## config.mk

```make
export PLATFORM = sky130hd
export DESIGN_NAME = mult_div_seq
export DESIGN_NICKNAME = d
export VERILOG_FILES = /design/src/rtl/mult_div_seq.sv
export SDC_FILE = /design/constraint.sdc
export NUM_CORES = 1
export LEC_CHECK = 0
export ABC_AREA = 1
export CAP_MARGIN = 15
export CORE_MARGIN = 10
export CORE_UTILIZATION = 30
export DETAILED_ROUTE_END_ITERATION = 7
export SYNTH_ARGS = -nofsm -noshare
export SYNTH_HDL_FRONTEND = slang
export SYNTH_SLANG_ARGS = --single-unit
```

## constraint.sdc

```tcl
create_clock -name clk -period 3.1 [get_ports clk]
set_clock_uncertainty 0.15 [all_clocks]
set_input_delay 0.775 -clock clk [delete_from_list [all_inputs] [get_ports clk]]
set_output_delay 0.775 -clock clk [all_outputs]
set_load 0.05 [all_outputs]
```

## src/rtl/mult_div_seq.sv

```systemverilog
// Signed 32-step shift-add multiplier / restoring divider feeding HI/LO; result 33 cycles after accept (1 for div-by-zero).
// No backpressure: start is sampled only in IDLE and ignored while busy, so the caller stalls until done.
module mult_div_seq #(
  parameter int WIDTH = 32
) (
  input  logic             clk,
  input  logic             reset,
  input  logic             start,
  input  logic             op,
  input  logic [WIDTH-1:0] a,
  input  logic [WIDTH-1:0] b,
  output logic             busy,
  output logic             done,
  output logic             div_zero,
  output logic [WIDTH-1:0] hi,
  output logic [WIDTH-1:0] lo
);

  localparam int W2    = 2 * WIDTH;
  localparam int CNT_W = $clog2(WIDTH);

  typedef enum logic [1:0] {IDLE, MULT, DIV, FINISH} state_t;

  state_t state, state_nxt;

  logic [CNT_W-1:0] cnt;
  logic             is_div, dz, neg_res, neg_rem;
  logic [W2-1:0]    acc, mcand;
  logic [WIDTH:0]   mplier, dvsr, rem;
  logic [WIDTH-1:0] quo;
  logic [WIDTH:0]   a_ext, b_ext, a_mag, b_mag;
  logic [WIDTH:0]   rem_sh;
  logic [WIDTH+1:0] trial;
  logic             last;
  logic             unused_rem_msb;

  // 33-bit magnitudes so that |0x80000000| is exact
  assign a_ext  = {a[WIDTH-1], a};
  assign b_ext  = {b[WIDTH-1], b};
  assign a_mag  = a[WIDTH-1] ? -a_ext : a_ext;
  assign b_mag  = b[WIDTH-1] ? -b_ext : b_ext;

  assign rem_sh = {rem[WIDTH-1:0], quo[WIDTH-1]};
  assign trial  = {1'b0, rem_sh} - {1'b0, dvsr};
  assign last   = (cnt == CNT_W'(WIDTH - 1));
  assign busy   = (state != IDLE);

  // The partial remainder is always below the divisor (<= 2^31), so its top bit stays clear
  assign unused_rem_msb = rem[WIDTH];

  always_ff @(posedge clk or negedge reset) begin
    if (!reset) state <= IDLE;
    else        state <= state_nxt;
  end

  always_comb begin
    state_nxt = state;
    case (state)
      IDLE: begin
        if (start) begin
          if (!op)            state_nxt = MULT;
          else if (b == '0)   state_nxt = FINISH;
          else                state_nxt = DIV;
        end
      end
      MULT:    if (last) state_nxt = FINISH;
      DIV:     if (last) state_nxt = FINISH;
      FINISH:  state_nxt = IDLE;
      default: state_nxt = IDLE;
    endcase
  end

  always_ff @(posedge clk or negedge reset) begin
    if (!reset) begin
      cnt      <= '0;
      is_div   <= 1'b0;
      dz       <= 1'b0;
      neg_res  <= 1'b0;
      neg_rem  <= 1'b0;
      acc      <= '0;
      mcand    <= '0;
      mplier   <= '0;
      dvsr     <= '0;
      rem      <= '0;
      quo      <= '0;
      done     <= 1'b0;
      div_zero <= 1'b0;
      hi       <= '0;
      lo       <= '0;
    end else begin
      done     <= 1'b0;
      div_zero <= 1'b0;
      case (state)
        IDLE: begin
          if (start) begin
            is_div  <= op;
            dz      <= op && (b == '0);
            neg_res <= a[WIDTH-1] ^ b[WIDTH-1];
            neg_rem <= a[WIDTH-1];
            cnt     <= '0;
            acc     <= '0;
            mcand   <= {{(WIDTH-1){1'b0}}, a_mag};
            mplier  <= b_mag;
            dvsr    <= b_mag;
            rem     <= '0;
            quo     <= a_mag[WIDTH-1:0];
          end
        end
        MULT: begin
          if (mplier[0]) acc <= acc + mcand;
          mcand  <= mcand << 1;
          mplier <= mplier >> 1;
          cnt    <= cnt + CNT_W'(1);
        end
        DIV: begin
          if (!trial[WIDTH+1]) begin
            rem <= trial[WIDTH:0];
            quo <= {quo[WIDTH-2:0], 1'b1};
          end else begin
            rem <= rem_sh;
            quo <= {quo[WIDTH-2:0], 1'b0};
          end
          cnt <= cnt + CNT_W'(1);
        end
        FINISH: begin
          done <= 1'b1;
          if (dz) begin
            div_zero <= 1'b1;
          end else if (is_div) begin
            lo <= neg_res ? -quo : quo;
            hi <= neg_rem ? -rem[WIDTH-1:0] : rem[WIDTH-1:0];
          end else begin
            {hi, lo} <= neg_res ? -acc : acc;
          end
        end
        default: ;
      endcase
    end
  end

endmodule

```

==> impl_metrics.env <==
export IMPL_status="complete, no violations"
export IMPL_viasPerCell=5.005
export IMPL_drtPass1Iterations=6
export IMPL_fin_cells=6126
export IMPL_hold_violations=0
export IMPL_n_antenna_cell=0
export IMPL_seq_area_frac_synth_pct=29.81
export IMPL_syn_area_sq_um=28120
export IMPL_setup_viol=0
export IMPL_rows=112
export IMPL_synth_top_cell_area_share_pct=29.81
export IMPL_setup_tns_ns=0
export IMPL_cts_made_buffers=43
export IMPL_path_class="flop to output port"
export IMPL_synth_edf_count=0
export IMPL_regArea_sq_um=8386
export IMPL_buffer_ports_inserted=134
export IMPL_h_tree_depth=2
export IMPL_drive_above_1_share_pct=5.070
export IMPL_yosysMostFrequentCell="nand2_1"
export IMPL_die_h_um=326.2
export IMPL_wire_per_inst_um=18.54
export IMPL_multi_input_area_sq_um=16610
export IMPL_postCtsSetupRepairBufs=0
export IMPL_ys_warn_count=0
export IMPL_antenna_found_initial=1
export IMPL_dpl_hpwl_um=91200
export IMPL_gp_congestion=0.9773
export IMPL_endpoint="busy"
export IMPL_clk_pin_slew_ns=0.06
export IMPL_r2r_cells=14
export IMPL_fin_crit_sh_pct=94.44
export IMPL_initial_core_util_pct=30.17
export IMPL_irDropWorstVdd_mv=0.5362
export IMPL_cp_arrival_ns=2.00
export IMPL_cp_start_kind="flop"
export IMPL_synthFlopType="dfrtp_1"
export IMPL_syn2layout_area_growth_pct=17.18
export IMPL_r2r_start="mcand[6]"
export IMPL_synth_nets=4866
export IMPL_cts_tree="yes"
export IMPL_dp_cells=6045
export IMPL_clockBufferDepth=3
export IMPL_drt_total_wl_um=113600
export IMPL_gr_total_overflow=0
export IMPL_r2r_slack_ns=0.28
export IMPL_required_ns=2.17
export IMPL_grt_pass1_wl_um=172500
export IMPL_tightest_slew_ns=0.9047
export IMPL_netlist_top_cells_count="nand2_1, inv_1, nor2_1"
export IMPL_io_pins=135
export IMPL_rsz0062_at_grt="false"
export IMPL_grt_pass1_vias=28270
export IMPL_r2r_end="acc[59]"
export IMPL_die_w_um=326.2
export IMPL_max_slew_margin_pct=39.68
export IMPL_netlist_instances=4689
export IMPL_slew_viol_final=0
export IMPL_fillers=10210
export IMPL_max_freq_mhz=341.6
export IMPL_post_route_min_period_ns=2.928
export IMPL_leakage_nw=17.55
export IMPL_root_buffer="clkbuf_16"
export IMPL_cellPowerDensity_nw_per_um2=1093
export IMPL_grt_max_degree=79
export IMPL_cts_sinks=335
export IMPL_worstSetupStartpoint="state[0]"
export IMPL_worstPathMaxFanout=5
export IMPL_antenna_left=0
export IMPL_drc=0
export IMPL_min_path_type="flop to flop"
export IMPL_syn_area_per_cell_sq_um=5.997
export IMPL_synthArstFlopShare_pct=100.0
export IMPL_clk_latency_ns=0.59
export IMPL_synth_area_top_cells="dfrtp_1, nand2_1, inv_1"
export IMPL_dieArea_sq_um=106400
export IMPL_endpoint_kind="output port"
export IMPL_num_vias=30660
export IMPL_whs_ns=0.3244
export IMPL_drv_cap=0
export IMPL_drt_initial_drc_count=3110
export IMPL_synth_area_leader_cell="dfrtp_1"
export IMPL_yosysUniqueCellTypes=49
export IMPL_core_area_sq_um=93190
export IMPL_nets=5014
export IMPL_grt_usage_pct=20.52
export IMPL_synth_seq_cells=335
metrics by stage:
stage	area [sq um]	total power, W	util (%)	setup WS [ns]
after floorplan	28120	0.02217	-	0.8088
after global placement	31420	0.03008	33.72	0.001979
after detailed placement	31420	0.03021	33.72	0.005305
after CTS	32950	0.03578	35.36	0.1611
after global routing	32950	0.03882	35.36	0.08378
final	32950	0.03602	35.36	0.1725
cells by family after synthesis:
group,share of synthesized area (%)
and+or+nand+nor,39.29
buffers and inverters,11.17
AOI/OAI and AO/OA,13.17
DFF,29.81
adders and majority gates,4.904
xor gates and xnor gates,1.651
layer usage:
layer | part of all wire [%] | track usage [%] | vias to the layer above
met5 | 0.011 | 0 | -
met4 | 2.5 | 5.124 | 2
met3 | 7.3 | 3.774 | 147
met2 | 43 | 31.48 | 1005
met1 | 47 | 29.27 | 14310
li1 | - | - | 15200
report_power, final:
group          internal (W)  leakage, nW  switching (W)
clock network       0.00323        0.743        0.00218
logic               0.00689         12.5         0.0158
registers           0.00606         4.28        0.00182
total                0.0162         17.5         0.0198
placed cells by master, fill, tap and decap left out, types with 32 or more instances in the layout:
cell type        Yosys  final
nand2_1           1572   1571
inv_1              672    670
nor2_1             552    551
nand3_1            388    388
dfrtp_1            335    333
o21ai_0            299    299
a21oi_1            231    231
clkdlybuf4s50_1      0    131
ha_1               107    106
buf_4                7     92
nand4_1             64     64
clkbuf_16            0     43
a31oi_1             32     32
state kept, by name, summed over array words and instances, names as in the netlist:
register and flops:
done 1, hi 32, lo 32, mplier 33, neg_res 1, div_zero 1, mcand 64, dvsr 33
neg_rem 1, acc 64, is_div 1, rem 32, quo 32, state 2, cnt 5, dz 1
critical path, cell delays in order, from the launching register on:
cell,delay (ns)
dfrtp_1,0.40
inv_1,0.11
ha_1,0.43
inv_1,0.23
buf_4,0.27
final cells by class:
| class | count | share of cell area [%] |
|---|---|---|
| Multi-Input combinational cell | 3534 | 50.42 |
| Sequential cell | 335 | 25.45 |
| Inverter | 685 | 7.815 |
| Timing Repair Buffer | 238 | 6.942 |
| Tap cell | 1254 | 4.762 |
| Clock buffer | 59 | 3.721 |
| Clock inverter | 21 | 0.8924 |
what timing repair did:
item / 4_1_cts / 5_1_grt
hold buffers: 1 / 0
gates resized for setup: 0 / 0
hold endpoints to repair: 35 / 0
how the worst min path moves through the flow:
stage | depth (start not counted) | startpoint | slack, ns | end
final | 2 | hi[0] | 0.32 | hi[0]
after global routing | 2 | lo[14] | 0.36 | lo[14]
after CTS | 2 | hi[0] | 0.33 | hi[0]
after detailed placement | 2 | hi[0] | 0.32 | hi[0]
after global placement | 2 | mplier[28] | 0.31 | mplier[28]
after floorplan | 2 | dz | 0.29 | div_zero
No activity file was read; power rests on OpenSTA's default activity.
